--- src/rtl/dac_playback_ctrl_if.sv ---
`default_nettype none
// ============================================================================
// Module      : dac_playback_ctrl_if
// Description : Bundle of the configuration, data-path status and playback
//               control signals around dac_playback_ctrl.
//               master : host/data-path side (drives cfg_*, run_cycles,
//                        read_mm2s_err; observes the controller outputs)
//               slave  : the playback controller itself
// Revision    : 1.0 - initial release
// ============================================================================
interface dac_playback_ctrl_if #(
  parameter int SEG_W  = 4,
  parameter int LOOP_W = 16
);
  // host configuration
  logic              cfg_start;
  logic              cfg_stop;
  logic [31:0]       cfg_base_addr;
  logic [31:0]       cfg_seg_size;
  logic [SEG_W-1:0]  cfg_num_segs;
  logic [LOOP_W-1:0] cfg_loops;
  // data-path status
  logic [7:0]        run_cycles;
  logic              read_mm2s_err;
  // data-path control
  logic              read_start;
  logic              read_reset;
  logic [31:0]       start_address;
  logic [31:0]       cap_size;
  // status back to host
  logic              busy;
  logic              done;
  logic              err;
  logic [1:0]        err_code;
  logic [SEG_W-1:0]  seg_idx;
  logic [LOOP_W-1:0] loop_idx;

  modport master (
    output cfg_start, cfg_stop, cfg_base_addr, cfg_seg_size, cfg_num_segs, cfg_loops,
    output run_cycles, read_mm2s_err,
    input  read_start, read_reset, start_address, cap_size,
    input  busy, done, err, err_code, seg_idx, loop_idx
  );

  modport slave (
    input  cfg_start, cfg_stop, cfg_base_addr, cfg_seg_size, cfg_num_segs, cfg_loops,
    input  run_cycles, read_mm2s_err,
    output read_start, read_reset, start_address, cap_size,
    output busy, done, err, err_code, seg_idx, loop_idx
  );
endinterface
`default_nettype wire

--- src/rtl/dac_playback_ctrl.sv ---
`default_nettype none
// ============================================================================
// Module      : dac_playback_ctrl
// Description : Sequences DDR->RF DAC playback. Latches a config, flushes the
//               data path, then issues one read_start per segment for
//               cfg_num_segs segments, repeated cfg_loops times (0 = forever).
//               Segment completion is any change of the path's run_cycles
//               counter. Aborts on mm2s error or watchdog expiry; cfg_stop
//               flushes and returns to idle without flagging an error.
// Ports       : pl_clk, pl_rst    clock and synchronous active-high reset
//               bus (slave)       cfg_* / run_cycles / read_mm2s_err in,
//                                 read_start / read_reset / start_address /
//                                 cap_size / busy / done / err / err_code /
//                                 seg_idx / loop_idx out
// Revision    : 1.0 - initial release
// ============================================================================
module dac_playback_ctrl #(
  parameter int SEG_W   = 4,
  parameter int LOOP_W  = 16,
  parameter int RST_CYC = 16,
  parameter int WDOG_W  = 24
) (
  input  logic               pl_clk,
  input  logic               pl_rst,
  dac_playback_ctrl_if.slave bus
);

  localparam int CNT_W = $clog2(RST_CYC + 1);
  localparam logic [CNT_W-1:0] c_flush_last = CNT_W'(RST_CYC);
  localparam logic [CNT_W-1:0] c_drain_last = CNT_W'(RST_CYC - 1);

  typedef enum logic [3:0] {
    ST_IDLE  = 4'd0,
    ST_FLUSH = 4'd1,
    ST_ISSUE = 4'd2,
    ST_WAIT  = 4'd3,
    ST_NEXT  = 4'd4,
    ST_DONE  = 4'd5,
    ST_ABORT = 4'd6,
    ST_ERROR = 4'd7,
    ST_STOP  = 4'd8
  } state_t;

  state_t            r_state;
  state_t            w_next;
  logic [CNT_W-1:0]  r_cnt;
  logic [WDOG_W-1:0] r_wdog;
  logic [7:0]        r_snap;
  logic [31:0]       r_base;
  logic [31:0]       r_seg_size;
  logic [SEG_W-1:0]  r_num_segs;
  logic [LOOP_W-1:0] r_loops;
  logic [31:0]       r_addr;
  logic [SEG_W-1:0]  r_seg_idx;
  logic [LOOP_W-1:0] r_loop_idx;
  logic              r_done;
  logic              r_err;
  logic [1:0]        r_err_code;
  logic [1:0]        r_abort_code;

  logic              w_rest;
  logic              w_bad_cfg;
  logic              w_complete;
  logic [WDOG_W-1:0] w_wdog_inc;
  logic              w_wdog_exp;
  logic              w_last_seg;
  logic [LOOP_W-1:0] w_loop_inc;
  logic              w_last_loop;
  logic              w_running;
  logic              w_draining;

  assign w_rest      = (r_state == ST_IDLE) || (r_state == ST_DONE) || (r_state == ST_ERROR);
  assign w_bad_cfg   = (bus.cfg_num_segs == '0) || (bus.cfg_seg_size == 32'd0);
  // Inequality rather than "greater than" keeps the 8-bit counter wrap harmless.
  assign w_complete  = (bus.run_cycles != r_snap);
  assign w_wdog_inc  = r_wdog + 1'b1;
  assign w_wdog_exp  = &w_wdog_inc;
  assign w_last_seg  = (r_seg_idx == r_num_segs - SEG_W'(1));
  assign w_loop_inc  = r_loop_idx + 1'b1;
  assign w_last_loop = (r_loops != '0) && (w_loop_inc == r_loops);
  assign w_running   = (r_state == ST_ISSUE) || (r_state == ST_WAIT) || (r_state == ST_NEXT);
  assign w_draining  = (r_state == ST_FLUSH) || (r_state == ST_ABORT) || (r_state == ST_STOP);

  // Next-state decode; order of the if-chain sets the same-cycle priority
  // stop > mm2s error > watchdog > completion.
  always_comb begin
    w_next = r_state;
    case (r_state)
      ST_IDLE, ST_DONE, ST_ERROR: begin
        if (bus.cfg_start) w_next = w_bad_cfg ? ST_ERROR : ST_FLUSH;
      end
      // FLUSH runs RST_CYC cycles with read_reset high plus one settle cycle
      // with it released, so the run_cycles snapshot is taken after the path
      // has come out of reset.
      ST_FLUSH: begin
        if (bus.cfg_stop)              w_next = ST_STOP;
        else if (r_cnt == c_flush_last) w_next = ST_ISSUE;
      end
      ST_ISSUE: begin
        if (bus.cfg_stop)           w_next = ST_STOP;
        else if (bus.read_mm2s_err) w_next = ST_ABORT;
        else                        w_next = ST_WAIT;
      end
      ST_WAIT: begin
        if (bus.cfg_stop)           w_next = ST_STOP;
        else if (bus.read_mm2s_err) w_next = ST_ABORT;
        else if (w_wdog_exp)        w_next = ST_ABORT;
        else if (w_complete)        w_next = ST_NEXT;
      end
      ST_NEXT: begin
        if (bus.cfg_stop)                w_next = ST_STOP;
        else if (bus.read_mm2s_err)      w_next = ST_ABORT;
        else if (w_last_seg && w_last_loop) w_next = ST_DONE;
        else                             w_next = ST_ISSUE;
      end
      ST_ABORT: begin
        if (bus.cfg_stop)               w_next = ST_STOP;
        else if (r_cnt == c_drain_last) w_next = ST_ERROR;
      end
      ST_STOP: begin
        if (r_cnt == c_drain_last) w_next = ST_IDLE;
      end
      default: w_next = ST_IDLE;
    endcase
  end

  always_ff @(posedge pl_clk) begin
    if (pl_rst) begin
      r_state      <= ST_IDLE;
      r_cnt        <= '0;
      r_wdog       <= '0;
      r_snap       <= bus.run_cycles;
      r_base       <= 32'd0;
      r_seg_size   <= 32'd0;
      r_num_segs   <= '0;
      r_loops      <= '0;
      r_addr       <= 32'd0;
      r_seg_idx    <= '0;
      r_loop_idx   <= '0;
      r_done       <= 1'b0;
      r_err        <= 1'b0;
      r_err_code   <= 2'd0;
      r_abort_code <= 2'd0;
    end else begin
      r_state <= w_next;
      r_done  <= (r_state == ST_NEXT) && (w_next == ST_DONE);

      if (w_next != r_state) r_cnt <= '0;
      else if (w_draining)   r_cnt <= r_cnt + 1'b1;

      if (r_state == ST_ISSUE)     r_wdog <= '0;
      else if (r_state == ST_WAIT) r_wdog <= w_wdog_inc;

      if (((r_state == ST_FLUSH) || (r_state == ST_WAIT)) &&
          ((w_next == ST_ISSUE) || (w_next == ST_NEXT)))
        r_snap <= bus.run_cycles;

      if (w_running && (w_next == ST_ABORT))
        r_abort_code <= bus.read_mm2s_err ? 2'd1 : 2'd2;

      if (w_rest && bus.cfg_start) begin
        r_base     <= bus.cfg_base_addr;
        r_seg_size <= bus.cfg_seg_size;
        r_num_segs <= bus.cfg_num_segs;
        r_loops    <= bus.cfg_loops;
        r_addr     <= bus.cfg_base_addr;
        r_seg_idx  <= '0;
        r_loop_idx <= '0;
        r_err      <= w_bad_cfg;
        r_err_code <= w_bad_cfg ? 2'd3 : 2'd0;
      end else begin
        if ((r_state == ST_NEXT) && ((w_next == ST_ISSUE) || (w_next == ST_DONE))) begin
          if (w_last_seg) begin
            r_seg_idx  <= '0;
            r_addr     <= r_base;
            r_loop_idx <= w_loop_inc;
          end else begin
            r_seg_idx  <= r_seg_idx + 1'b1;
            r_addr     <= r_addr + r_seg_size;
          end
        end
        if ((r_state == ST_ABORT) && (w_next == ST_ERROR)) begin
          r_err      <= 1'b1;
          r_err_code <= r_abort_code;
        end
      end
    end
  end

  assign bus.read_start    = (r_state == ST_ISSUE);
  assign bus.read_reset    = ((r_state == ST_FLUSH) && (r_cnt != c_flush_last)) ||
                             (r_state == ST_ABORT) || (r_state == ST_STOP);
  assign bus.start_address = r_addr;
  assign bus.cap_size      = r_seg_size;
  assign bus.busy          = !w_rest;
  assign bus.done          = r_done;
  assign bus.err           = r_err;
  assign bus.err_code      = r_err_code;
  assign bus.seg_idx       = r_seg_idx;
  assign bus.loop_idx      = r_loop_idx;

endmodule
`default_nettype wire

--- src/flat_wrapper.sv ---
// flat-port wrapper written by rule: the top's interface ports become plain ports
module dac_playback_ctrl_flat 
#(
  parameter int SEG_W   = 4,
  parameter int LOOP_W  = 16,
  parameter int RST_CYC = 16,
  parameter int WDOG_W  = 24
)
  (pl_clk, pl_rst, bus_cfg_start, bus_cfg_stop, bus_cfg_base_addr, bus_cfg_seg_size, bus_cfg_num_segs, bus_cfg_loops, bus_run_cycles, bus_read_mm2s_err, bus_read_start, bus_read_reset, bus_start_address, bus_cap_size, bus_busy, bus_done, bus_err, bus_err_code, bus_seg_idx, bus_loop_idx);
  dac_playback_ctrl_if #(.SEG_W(SEG_W), .LOOP_W(LOOP_W)) bus_i ();
  input  logic pl_clk;
  input  logic pl_rst;
  input wire logic [$bits(bus_i.cfg_start)-1:0] bus_cfg_start;
  input wire logic [$bits(bus_i.cfg_stop)-1:0] bus_cfg_stop;
  input wire logic [$bits(bus_i.cfg_base_addr)-1:0] bus_cfg_base_addr;
  input wire logic [$bits(bus_i.cfg_seg_size)-1:0] bus_cfg_seg_size;
  input wire logic [$bits(bus_i.cfg_num_segs)-1:0] bus_cfg_num_segs;
  input wire logic [$bits(bus_i.cfg_loops)-1:0] bus_cfg_loops;
  input wire logic [$bits(bus_i.run_cycles)-1:0] bus_run_cycles;
  input wire logic [$bits(bus_i.read_mm2s_err)-1:0] bus_read_mm2s_err;
  output wire logic [$bits(bus_i.read_start)-1:0] bus_read_start;
  output wire logic [$bits(bus_i.read_reset)-1:0] bus_read_reset;
  output wire logic [$bits(bus_i.start_address)-1:0] bus_start_address;
  output wire logic [$bits(bus_i.cap_size)-1:0] bus_cap_size;
  output wire logic [$bits(bus_i.busy)-1:0] bus_busy;
  output wire logic [$bits(bus_i.done)-1:0] bus_done;
  output wire logic [$bits(bus_i.err)-1:0] bus_err;
  output wire logic [$bits(bus_i.err_code)-1:0] bus_err_code;
  output wire logic [$bits(bus_i.seg_idx)-1:0] bus_seg_idx;
  output wire logic [$bits(bus_i.loop_idx)-1:0] bus_loop_idx;
  assign bus_i.cfg_start = bus_cfg_start;
  assign bus_i.cfg_stop = bus_cfg_stop;
  assign bus_i.cfg_base_addr = bus_cfg_base_addr;
  assign bus_i.cfg_seg_size = bus_cfg_seg_size;
  assign bus_i.cfg_num_segs = bus_cfg_num_segs;
  assign bus_i.cfg_loops = bus_cfg_loops;
  assign bus_i.run_cycles = bus_run_cycles;
  assign bus_i.read_mm2s_err = bus_read_mm2s_err;
  assign bus_read_start = bus_i.read_start;
  assign bus_read_reset = bus_i.read_reset;
  assign bus_start_address = bus_i.start_address;
  assign bus_cap_size = bus_i.cap_size;
  assign bus_busy = bus_i.busy;
  assign bus_done = bus_i.done;
  assign bus_err = bus_i.err;
  assign bus_err_code = bus_i.err_code;
  assign bus_seg_idx = bus_i.seg_idx;
  assign bus_loop_idx = bus_i.loop_idx;
  dac_playback_ctrl #(.SEG_W(SEG_W), .LOOP_W(LOOP_W), .RST_CYC(RST_CYC), .WDOG_W(WDOG_W)) u_core (.pl_clk(pl_clk), .pl_rst(pl_rst), .bus(bus_i));
endmodule
--- config.mk ---
export PLATFORM = sky130hd
export DESIGN_NAME = dac_playback_ctrl_flat
export DESIGN_NICKNAME = d
export VERILOG_FILES = /design/src/rtl/dac_playback_ctrl_if.sv /design/src/rtl/dac_playback_ctrl.sv /design/src/flat_wrapper.sv
export SDC_FILE = /design/constraint.sdc
export NUM_CORES = 1
export LEC_CHECK = 0
export ABC_AREA = 0
export BUFFER_PORTS_ARGS = -buffer_cell sky130_fd_sc_hd__buf_2
export CAP_MARGIN = 0
export CORE_MARGIN = 2
export CORE_UTILIZATION = 55
export DETAILED_ROUTE_END_ITERATION = 10
export GPL_TIMING_DRIVEN = 0
export PLACE_DENSITY = 0.88
export SYNTH_ARGS = -nofsm -noshare
export SYNTH_HDL_FRONTEND = slang
export SYNTH_SLANG_ARGS = --single-unit
--- constraint.sdc ---
create_clock -name pl_clk -period 4.7 [get_ports pl_clk]
set_input_delay 0.47 -clock pl_clk [delete_from_list [all_inputs] [get_ports pl_clk]]
set_output_delay 0.47 -clock pl_clk [all_outputs]
set_load 0.03 [all_outputs]
# Word-level counts from Yosys, hierarchy flattened
# Cells that the tools add are included.
[word_totals]
regBits = 183
inputBits = 97
wordCells = 105
[classes]
add_sub_neg = 6
n_eq_ne = 20
mux = 29
n_reduce_logical = 35
[ops]
columns = ["op", "count"]
rows = [
  ["$mux 32", 3],
  ["$mux 4", 14],
  ["$add 32x32->32", 1],
  ["$eq 4x3->1 const B", 8],
  ["$logic_not 32->1", 1],
  ["$pmux 4 s7", 1],
  ["$add 24x1->24 const B", 1],
  ["$reduce_and 24->1", 1],
  ["$add 16x1->16 const B", 1],
  ["$eq 16x16->1", 1],
  ["$mux 8", 2],
  ["$reduce_bool 16->1", 1],
  ["$eq 4x2->1 const B", 3],
  ["$logic_or 1x1->1", 12],
  ["$logic_and 1x1->1", 9],
  ["$mux 3", 3],
  ["$logic_not 4->1", 2],
  ["$mux 2", 4],
  ["$ne 8x8->1", 1],
  ["$reduce_bool 2->1", 3],
  ["$reduce_or 2->1", 3],
  ["$add 5x1->5 const B", 1],
  ["$eq 5x4->1 const B", 1],
  ["$eq 5x5->1 const B", 1],
  ["11 further kinds", 12],
]

# Longest topological paths before layout
# Gate-level depths: netlist of run 1.
[logic_depth]
depth_word = 13
mapped_depth = 17
mapped_depth_nobuf = 14

# Least setup slack after synthesis of run 1
# OpenSTA, ideal clock, no wires.
[synth_timing]
kind = "reg2reg"
startpoint = "reg u_core.r_loop_idx[0], in the netlist u_core.bus.loop_idx[0]"
endpoint = "reg u_core.r_snap[0], enable pin"
setup_ns = 0.398
arrival_time_ns = 3.584
slack_ns = 0.718
path_stages_with_launch = 11
period_less_slack_ns = 3.982
cell_sequence = "dfxtp_1 > ha_1 > nand4_1 > or3_1 > a21oi_1 > o221ai_1 > nor4b_1 > a21oi_1 > a31oi_2 > xnor2_1 > o41ai_1"
[synth_between]
elab_chain_len = 12
word_cells_on_any_way = 13
[synth_rtl]
columns = ["item", "line", "rtl"]
rows = [
  ["start, declared", "dac_playback_ctrl.sv:55", "logic [LOOP_W-1:0] r_loop_idx;"],
  ["start signal, assigned", "dac_playback_ctrl.sv:176", "r_loop_idx <= w_loop_inc;"],
  ["$add 16x1->16 *", "dac_playback_ctrl.sv:79", "assign w_loop_inc = r_loop_idx + 1'b1;"],
  ["$eq 16x16->1 *", "dac_playback_ctrl.sv:80", "assign w_last_loop = (r_loops != '0) && (w_loop_inc == r_loops);"],
  ["$logic_and 1x1->1 *", "dac_playback_ctrl.sv:80", ""],
  ["$logic_and 1x1->1 *", "dac_playback_ctrl.sv:113", "else if (w_last_seg && w_last_loop) w_next = ST_DONE;"],
  ["$mux 3 *", "dac_playback_ctrl.sv:113", ""],
  ["$mux 4 *", "dac_playback_ctrl.sv:112", "else if (bus.read_mm2s_err) w_next = ST_ABORT;"],
  ["$mux 4 *", "dac_playback_ctrl.sv:111", "if (bus.cfg_stop) w_next = ST_STOP;"],
  ["$pmux 4 s7 *", "dac_playback_ctrl.sv:88", "case (r_state)"],
  ["$eq 4x2->1 / $eq 4x3->1 (equally long branches)", "dac_playback_ctrl.sv:155", "((w_next == ST_ISSUE) || (w_next == ST_NEXT)))"],
  ["$logic_or 1x1->1 *", "dac_playback_ctrl.sv:155", ""],
  ["$logic_and 1x1->1 *", "dac_playback_ctrl.sv:154", "if (((r_state == ST_FLUSH) || (r_state == ST_WAIT)) &&"],
  ["$reduce_bool 2->1 (no source line) *", "-", ""],
  ["end signal, assigned", "dac_playback_ctrl.sv:132", "r_snap <= bus.run_cycles;"],
  ["end signal, assigned", "dac_playback_ctrl.sv:156", "r_snap <= bus.run_cycles;"],
  ["end, declared", "dac_playback_ctrl.sv:48", "logic [7:0] r_snap;"],
]
# Every way passes the cells marked *; elsewhere a longest branch is shown, timed or not.
# A chain may end at the register's enable or synchronous reset.

# Worst setup path in the final report of run 1
[layout_timing]
startpoint = "reg u_core.r_loop_idx[0], in the netlist u_core.bus.loop_idx[0]"
endpoint = "reg u_core.r_addr[26], in the netlist u_core.bus.start_address[26]"
[layout_between]
elab_chain_len = 12
word_cells_on_any_way = 13
[layout_rtl]
columns = ["item", "line", "rtl"]
rows = [
  ["$add 16x1->16 *", "dac_playback_ctrl.sv:79", ""],
  ["$eq 16x16->1 *", "dac_playback_ctrl.sv:80", ""],
  ["$logic_and 1x1->1 *", "dac_playback_ctrl.sv:80", ""],
  ["$logic_and 1x1->1 *", "dac_playback_ctrl.sv:113", ""],
  ["$mux 3 *", "dac_playback_ctrl.sv:113", ""],
  ["$mux 4 *", "dac_playback_ctrl.sv:112", ""],
  ["$mux 4 *", "dac_playback_ctrl.sv:111", ""],
  ["$pmux 4 s7 *", "dac_playback_ctrl.sv:88", ""],
  ["$eq 4x2->1 / $eq 4x3->1 (equally long branches)", "dac_playback_ctrl.sv:172", "if ((r_state == ST_NEXT) && ((w_next == ST_ISSUE) || (w_next == ST_DONE))) begin"],
  ["$logic_or 1x1->1 *", "dac_playback_ctrl.sv:172", ""],
  ["$logic_and 1x1->1 *", "dac_playback_ctrl.sv:172", ""],
  ["$reduce_bool 2->1 (no source line) *", "-", ""],
  ["end signal, assigned", "dac_playback_ctrl.sv:166", "r_addr <= bus.cfg_base_addr;"],
  ["end signal, assigned", "dac_playback_ctrl.sv:175", "r_addr <= r_base;"],
  ["end signal, assigned", "dac_playback_ctrl.sv:179", "r_addr <= r_addr + r_seg_size;"],
  ["end, declared", "dac_playback_ctrl.sv:53", "logic [31:0] r_addr;"],
]
# Marked as above.

==> impl_metrics.json, run 1 <==
{
  "leakagePower_nw": 4.92,
  "clock_skew_ps": 13.8,
  "fin_ws_ps": 260,
  "pre_cts_ws_ps": 109,
  "ios": 188,
  "hold_path_class": "in2reg",
  "hold_violations": 0,
  "synth_cell_types": 72,
  "clkLatencyLatePin_ps": 440,
  "synthCells": 1334,
  "cts_buffers": 17,
  "clock.fmax_mhz": 225,
  "clkPwrFrac_pct": 32.8,
  "slew_headroom_pct": 38.6,
  "numClockSinks": 183,
  "p_seq_share_pct": 37.5,
  "internal_power_mw": 3.19,
  "grt_max_degree": 17,
  "nNetsFinal": 1676,
  "fin_hold_ws_ps": 237,
  "seq_area_frac_synth_pct": 36.3,
  "routed-wl-met2_um": 15400,
  "critical_path_class": "reg2reg",
  "drc": 0,
  "diodes": 0,
  "rsz0062_at_grt": "false",
  "die_area_um2": 19800,
  "die_x_um": 141,
  "syn_area_um2": 10300,
  "path_clk_slew_ps": 70,
  "start_util_pct": 55.6,
  "post_cts_buffers": 0,
  "critical_path.cell_chain": "ha_1, nand4_1, or3_1, a21oi_1, o221ai_1, nor4b_1, a21oi_1, a31oi_2, nand4b_1, and2_4, buf_6, buf_2, buf_2, nand4_1, o221ai_1",
  "first_global_vias": 10300,
  "syn_to_final_growth_pct": 18.5,
  "min_period_over_period_pct": 94.5,
  "num_vias": 11000,
  "ant_nets": 0,
  "dp.cells": 1754,
  "avgSynthCellArea_um2": 7.72,
  "power.switching_mw": 1.81,
  "rows": 50,
  "slew_viol_final": 0,
  "start_kind": "register",
  "grt_pass1_wl_um": 51800,
  "gp_congestion": 0.964,
  "power_density_nw_per_um2": 409,
  "finalWirelength_um": 32800,
  "cts_resized": 0,
  "wl_per_cell_um": 18.4,
  "dp_hpwl_um": 24300,
  "critPathBufInv": 3,
  "wl_met1_um": 12900,
  "tns_ps": 0,
  "synth_edf_count": 8,
  "vias_per_cell": 6.13,
  "comb_power_share_pct": 29.7,
  "vdd_drop_max_mv": 0.299,
  "drtPass1Iterations": 5,
  "synthFlopType": "dfxtp_1",
  "power.share.switching_pct": 36.1,
  "place_area_um2": 11500,
  "ys_ff_latch": 183,
  "setup_viol": 0,
  "cp-end-kind": "register",
  "status": "finished clean",
  "topRoutingLayerUsed": "met4",
  "core_um2": 18500,
  "fin_util_pct": 65.9,
  "portBuffers": 186,
  "async_flop_share_pct": 0,
  "fin_crit_ps": 4440,
  "die_h_um": 141,
  "critPathMaxFanout": 10,
  "htree_levels": 4,
  "grt_use_total_pct": 32.5,
  "crit_slowest_cell": "dfxtp_1",
  "worst_path_largest_cell_delay_ps": 540,
  "grt-ovfl-total": 0,
  "antenna_found_initial": 0,
  "drive_gt1_share_pct": 16.2,
  "stdcell_area_um2": 12200,
  "cts_tree": "done",
  "yosysWarnings": 0,
  "root_buffer": "clkbuf_16",
  "dr_wl_met3_um": 3160,
  "drt_iter0_drc": 1023,
  "hold_buffers": 0,
  "syn-num-nets": 1471,
  "layoutNonFillerInstCount": 1786,
  "power_mw": 5.00,
  "critical_path_required_ps": 5000,
  "crit_family": "simple AND/OR/NAND/NOR gates",
  "cts_buffer_depth": 2,
  "tightest_slew_ps": 911,
  "crit_arrival_ps": 4740,
  "cap_viol_max_count": 0
}
state kept, by name, indices dropped and copies added, names as in the netlist:
signal                    cells
u_core.bus.start_address     32
u_core.bus.err_code           2
u_core.r_wdog                24
u_core.r_num_segs             4
u_core.bus.cap_size          32
u_core.r_loops               16
u_core.r_snap                 8
u_core.bus.seg_idx            4
u_core.r_base                32
u_core.bus.err                1
u_core.bus.done               1
u_core.r_cnt                  5
u_core.r_abort_code           2
u_core.r_state                4
u_core.bus.loop_idx          16
logic make-up after synthesis:
logic type	Yosys count	synth area share, %
xor gates and xnor gates	99	8.41
buffers and inverters	109	4.18
muxes	5	0.486
adders and majority gates	40	4.93
AOI/OAI and AO/OA	322	19.0
and+or+nand+nor	576	26.7
DFF	183	36.3
power by group through the flow:
stage | Clock, mW | Sequential, mW | Combinational, mW
after floorplan | 0 | 2.02 | 0.856
after global placement | 0 | 1.90 | 1.41
after detailed placement | 0 | 1.90 | 1.45
after CTS | 1.64 | 1.87 | 1.46
after global routing | 1.71 | 1.89 | 1.62
final | 1.64 | 1.87 | 1.48
cell usage after synthesis (12+ instances only):
cell / n / area (µm²)
nand3_1: 30 / 150
inv_1: 27 / 101
nor2_1: 115 / 432
clkbuf_1: 68 / 255
o21ai_0: 62 / 310
ha_1: 39 / 488
nor3_1: 21 / 105
nor4_1: 21 / 131
or3_1: 14 / 87.6
a21oi_1: 159 / 796
xnor2_1: 46 / 403
nand2_1: 252 / 946
and4_1: 12 / 105
dfxtp_1: 175 / 3500
xor2_1: 53 / 464
a211oi_1: 14 / 105
nand4_1: 48 / 300
worst register-to-register path, cell delays in order (launching register included):
cell and delay, ps:
dfxtp_1 540, ha_1 320, nand4_1 290, or3_1 430, a21oi_1 170, o221ai_1 190
nor4b_1 490, a21oi_1 110, a31oi_2 390, nand4b_1 320, and2_4 250, buf_6 130
buf_2 190, buf_2 230, nand4_1 130, o221ai_1 130
layout by cell type, fill, tap and decap left out, types with 6 or more instances in the layout:
cell type / instances
or3_1: 14
clkbuf_1: 67
nand3_1: 30
xor2_1: 53
buf_2: 195
a21oi_1: 158
nor4_1: 21
a21o_1: 8
xnor2_1: 46
and3_1: 6
clkbuf_16: 17
nor2_1: 115
nand2b_1: 6
nand4_1: 48
edfxtp_1: 8
o221ai_1: 10
a311o_1: 7
o21ai_0: 62
inv_1: 27
o211ai_1: 9
ha_1: 39
nand2_1: 252
and4_1: 12
nor3_1: 21
o311ai_0: 7
and2_1: 8
a211oi_1: 14
dfxtp_1: 175
nor2b_1: 10
layer usage:
metal	vias to the layer above	track usage, %
li1	5148	-
met4	0	15.9
met2	596	53.6
met1	5098	40.8
met5	-	0
met3	108	6.56
final timing paths:
check                                      start                                         to  slack [ps]  cells after the start
min reg2reg       u_core.r_base[13]$_SDFFE_PP0P_             u_core.r_base[13]$_SDFFE_PP0P_         460                      2
max reg2reg  u_core.bus.loop_idx[0]$_SDFFE_PP0P_  u_core.bus.start_address[26]$_SDFFE_PP0P_         260                     15
min                            bus_run_cycles[5]                 u_core.r_snap[5]$_DFFE_PP_         240                      1
max          u_core.bus.loop_idx[0]$_SDFFE_PP0P_  u_core.bus.start_address[26]$_SDFFE_PP0P_         260                     15
layout make-up:
type / instances / area (µm²)
Sequential cell: 183 / 3740
Inverter: 27 / 101
Multi-Input combinational cell: 1042 / 6140
Clock inverter: 12 / 211
Timing Repair Buffer: 186 / 931
Buffer: 82 / 333
Clock buffer: 20 / 457
Tap cell: 234 / 293
Fill cell: 1592 / 6310
(Power assumes the default switching activity.)
==> inputs of run 2 (changes only) <==
Settings changed: CORE_UTILIZATION 55 to 40, PLACE_DENSITY 0.88 to 0.7, REMOVE_ABC_BUFFERS set to 1.
==> run 2 against run 1 <==
Against the previous run:
- sequential share of layout area rose by 0.26 points
- sequential power barely moved
- via count fell by 8.6%
- first-iteration DRC count down 35%
- power shrank 5.1%
- clock skew shrank 1.9 ps
- highest routed layer is now met5
==> impl_metrics.json, run 2 (synthesis results as in run 1) <==
{
  "path_clk_slew_ps": 70,
  "status": "finished clean",
  "crit_arrival_ps": 4610,
  "drtPass1Iterations": 5,
  "cts_buffer_depth": 2,
  "finalWirelength_um": 29600,
  "die_x_um": 165,
  "gp_congestion": 0.876,
  "worst_path_largest_cell_delay_ps": 750,
  "core_um2": 25300,
  "root_buffer": "clkbuf_16",
  "nNetsFinal": 1603,
  "power_density_nw_per_um2": 392,
  "portBuffers": 187,
  "numClockSinks": 183,
  "critPathMaxFanout": 37,
  "layout_commonest_cell": "nand2_1",
  "num_vias": 10000,
  "tightest_slew_ps": 1070,
  "die_area_um2": 27100,
  "cp-end-kind": "register",
  "grt-ovfl-total": 0,
  "crit_slowest_cell": "and2_2",
  "start_util_pct": 40.8,
  "power_mw": 4.74,
  "leakagePower_nw": 4.81,
  "fin_ws_ps": 399,
  "pre_cts_ws_ps": -584,
  "syn_to_final_growth_pct": 17.5,
  "dp.cells": 1774,
  "hold_violations": 0,
  "fill_cells": 2557,
  "slew_viol_final": 0,
  "clock.fmax_mhz": 232,
  "antenna_found_initial": 3,
  "rows": 58,
  "drc": 0,
  "htree_levels": 4,
  "hold_path_class": "in2reg",
  "final_cell_mix": "nand2_1 (250), buf_2 (186), dfxtp_1 (175)",
  "layoutNonFillerInstCount": 1810,
  "seq_area_um2": 3740,
  "drt_iter0_drc": 669,
  "grt_pass1_wl_um": 47500,
  "drive_gt1_share_pct": 17.0,
  "critical_path_class": "reg2reg",
  "cap_viol_max_count": 0,
  "ios": 188,
  "dp_hpwl_um": 20900,
  "critical_path.cell_chain": "inv_1, ha_1, xor2_1, xnor2_1, and4_2, o221ai_1, nor4b_2, a21oi_1, a31oi_2, or4b_4, and2_2, nor2_1, mux2i_1",
  "die_h_um": 165,
  "slew_headroom_pct": 28.6,
  "vdd_drop_max_mv": 0.221,
  "cts_buffers": 17,
  "rsz0062_at_grt": "false",
  "setup_viol": 0,
  "ant_nets": 0,
  "hold_buffers": 0,
  "cts_tree": "done",
  "stdcell_area_um2": 12100,
  "clock_skew_ps": 11.9,
  "multiInputGateArea_um2": 6180,
  "min_period_over_period_pct": 91.5,
  "grt_use_total_pct": 21.9,
  "fin_crit_ps": 4300,
  "first_global_vias": 9256,
  "wl_per_cell_um": 16.4,
  "fin_hold_ws_ps": 244,
  "start_kind": "register",
  "critical_path_required_ps": 5010,
  "clkLatencyLatePin_ps": 430,
  "grt_max_degree": 78,
  "vias_per_cell": 5.53,
  "place_area_um2": 11500
}
[run 2: cell count changes in the layout (fill, tap and decap cells not counted), moves of 3 or more]
cell       delta
clkbuf_1     -65
buf_2         -9
clkbuf_2      -5
buf_12        +3
buf_4         +3
bufinv_16     -3
clkinv_4      +3
[run 2: stage by stage]
stage | util (%) | TNS [ps]
global placement | 44.8 | -386870
CTS | 47.9 | 0
finish | 48.0 | 0
floorplan | - | -24790
global route | 48.0 | 0
detailed placement | 45.4 | -15110
[run 2: where the power goes]
group / total (mW) / internal (mW) / switching [mW]
registers: 1.87 / 1.72 / 0.144
logic: 1.41 / 0.486 / 0.920
clock network: 1.47 / 0.846 / 0.623
[run 2: per-layer routing]
metal / wire length (µm) / global-route usage (%)
met5: 11 / 0
met4: 393 / 5.81
met3: 1610 / 4.47
met2: 13800 / 35.7
met1: 13800 / 29.4
[run 2: cell type report]
type                            instances  area share (%)
Clock buffer                           23            4.03
Timing Repair Buffer                  194            8.82
Clock inverter                          9           0.961
Multi-Input combinational cell       1043            51.0
Sequential cell                       183            30.9
Antenna cell                            1          0.0207
Inverter                               27           0.837
Tap cell                              330            3.41
[run 2: timing repair]
action,in CTS,in global routing
cloned,1,0
endpoints found under the setup margin,43,43
resized for setup,0,2
pin swaps,2,0
buffers inserted,2,0
[run 2: final timing paths]
kind,from,end,slack [ps],depth (start not counted)
max,u_core.r_num_segs[0]$_SDFFE_PP0P_,u_core.bus.loop_idx[1]$_SDFFE_PP0P_,400,13
min,bus_run_cycles[3],u_core.r_snap[3]$_DFFE_PP_,240,1
max reg2reg,u_core.r_num_segs[0]$_SDFFE_PP0P_,u_core.bus.loop_idx[1]$_SDFFE_PP0P_,400,13
min reg2reg,u_core.r_base[16]$_SDFFE_PP0P_,u_core.r_base[16]$_SDFFE_PP0P_,450,2
[run 2: worst max-delay path, delay by kind of cell, from the launching register on]
family | cells | cell delay (ps)
mux | 1 | 160
flops | 1 | 390
buf+inv | 1 | 60
compound gates | 3 | 750
simple gates | 5 | 2240
fa+ha+maj | 1 | 200
xor+xnor | 2 | 370
==> inputs of run 3 (changes only) <==
Clock period 4.7 ns to 4.8 ns, I/O delays scaled along.
==> run 3 against run 2 <==
Against the previous run:
- hold slack better by 11 ps
- clock power barely moved
- routed wire length is 0.22% higher
- die area did not move
- via count is 0.64% higher
- largest cell class unchanged
==> impl_metrics.json, run 3 (synthesis results as in run 1) <==
{
  "die_area_um2": 27100,
  "htree_levels": 4,
  "nNetsFinal": 1603,
  "slew_viol_final": 0,
  "path_common_cell": "a21oi_1",
  "min_period_over_period_pct": 92.4,
  "drc": 0,
  "crit_family": "simple AND/OR/NAND/NOR gates",
  "layoutNonFillerInstCount": 1810,
  "drive_gt1_share_pct": 17.0,
  "first_global_vias": 9223,
  "fin_crit_ps": 4430,
  "cp-end-kind": "register",
  "grt_max_degree": 78,
  "syn_to_final_growth_pct": 17.5,
  "clock_skew_ps": 11.5,
  "ant_nets": 0,
  "drt_iter0_drc": 719,
  "ios": 188,
  "cap_viol_max_count": 0,
  "critical_path_class": "reg2reg",
  "hold_violations": 0,
  "die_x_um": 165,
  "worst_path_largest_cell_delay_ps": 570,
  "crit_slowest_cell": "and4_2",
  "start_kind": "register",
  "crit_arrival_ps": 4780,
  "portBuffers": 187,
  "vdd_drop_max_mv": 0.217,
  "die_h_um": 165,
  "finalWirelength_um": 29700,
  "slew_headroom_pct": 27.8,
  "critPathBufInv": 2,
  "cts_tree": "done",
  "tns_ps": 0,
  "layout_commonest_cell": "nand2_1",
  "drtPass1Iterations": 5,
  "antenna_found_initial": 3,
  "core_um2": 25300,
  "final_cell_mix": "nand2_1 (250), buf_2 (186), dfxtp_1 (175)",
  "tightest_slew_ps": 1080,
  "clock.fmax_mhz": 226,
  "critPathMaxFanout": 37,
  "cts_buffer_depth": 2,
  "hold_buffers": 0,
  "dp_hpwl_um": 20900,
  "path_clk_slew_ps": 70,
  "rows": 58,
  "wl_per_cell_um": 16.4,
  "critical_path_required_ps": 5150,
  "grt_use_total_pct": 21.6,
  "rsz0062_at_grt": "false",
  "start_util_pct": 40.8,
  "stdcell_area_um2": 12100,
  "power_density_nw_per_um2": 384,
  "vias_per_cell": 5.56,
  "grt_pass1_wl_um": 47100,
  "setup_viol": 0,
  "root_buffer": "clkbuf_16",
  "gp_congestion": 0.876,
  "dp.cells": 1774,
  "hold_path_class": "in2reg",
  "clkLatencyLatePin_ps": 430,
  "critical_path.cell_chain": "inv_1, ha_1, xor2_1, xnor2_1, and4_2, o221ai_1, nor4b_1, a21oi_1, o21bai_4, nand4b_1, buf_4, and2_2, or4_1, a21oi_1",
  "num_vias": 10100,
  "grt-ovfl-total": 0,
  "numClockSinks": 183,
  "leakagePower_nw": 4.81,
  "cts_buffers": 17,
  "status": "finished clean",
  "place_area_um2": 11500
}
-- run 3: cell counts in the layout (fill, tap and decap cells not counted) --
No cell type changed its count.
-- run 3: worst paths after layout --
kind,startpoint,slack [ps],endpoint,depth (start not counted)
max,u_core.r_num_segs[0]$_SDFFE_PP0P_,370,u_core.bus.seg_idx[3]$_SDFFE_PP0P_,14
min,bus_run_cycles[3],260,u_core.r_snap[3]$_DFFE_PP_,1
max reg2reg,u_core.r_num_segs[0]$_SDFFE_PP0P_,370,u_core.bus.seg_idx[3]$_SDFFE_PP0P_,14
min reg2reg,u_core.r_base[16]$_SDFFE_PP0P_,450,u_core.r_base[16]$_SDFFE_PP0P_,2
-- run 3: power by group --
| part | leakage, nW | total (mW) | switching, mW | internal (mW) |
|---|---|---|---|---|
| Combinational | 3.01 | 1.38 | 0.904 | 0.476 |
| Sequential | 1.51 | 1.83 | 0.142 | 1.69 |
| Clock | 0.294 | 1.44 | 0.610 | 0.828 |
-- run 3: area by class of cell --
class | instances | area, µm²
antenna | 1 | 2.50
clock buffer | 23 | 488
clock inverter | 9 | 116
fill | 2558 | 13100
inverter | 27 | 101
multi-input combinational | 1043 | 6180
sequential | 183 | 3740
tap | 330 | 413
timing repair buffer | 194 | 1070
-- run 3: metal layers --
layer / global-route usage (%) / vias up / wire, µm
met4: 5.93 / 2 / 395
met1: 29.2 / 4746 / 13800
li1: - / 4995 / -
met3: 4.47 / 35 / 1730
met2: 35.0 / 293 / 13800
met5: 0 / - / 11
-- run 3: timing repair --
action                     4_1_cts  5_1_grt
setup endpoints to repair       40       42
cloned                           0        1
buffers inserted                 2        0
gates resized for setup          0        2
pin swaps                        1        1
-- run 3: worst register-to-register path, stage by stage, from the launching register on --
cell	delay (ps)
dfxtp_1	400
inv_1	60
ha_1	200
xor2_1	200
xnor2_1	170
and4_2	580
o221ai_1	260
nor4b_1	530
a21oi_1	140
o21bai_4	230
nand4b_1	190
buf_4	180
and2_2	470
or4_1	600
a21oi_1	140
-- run 3: stage by stage --
stage	power [mW]	util [%]	hold WS, ps	setup slack, ps
after CTS	4.67	47.9	243	65.0
final	4.65	48.0	255	366
after detailed placement	3.23	45.4	448	-494
after global placement	3.21	44.8	441	-5100
after floorplan	2.79	-	426	-1030
after global routing	4.91	48.0	237	77.0
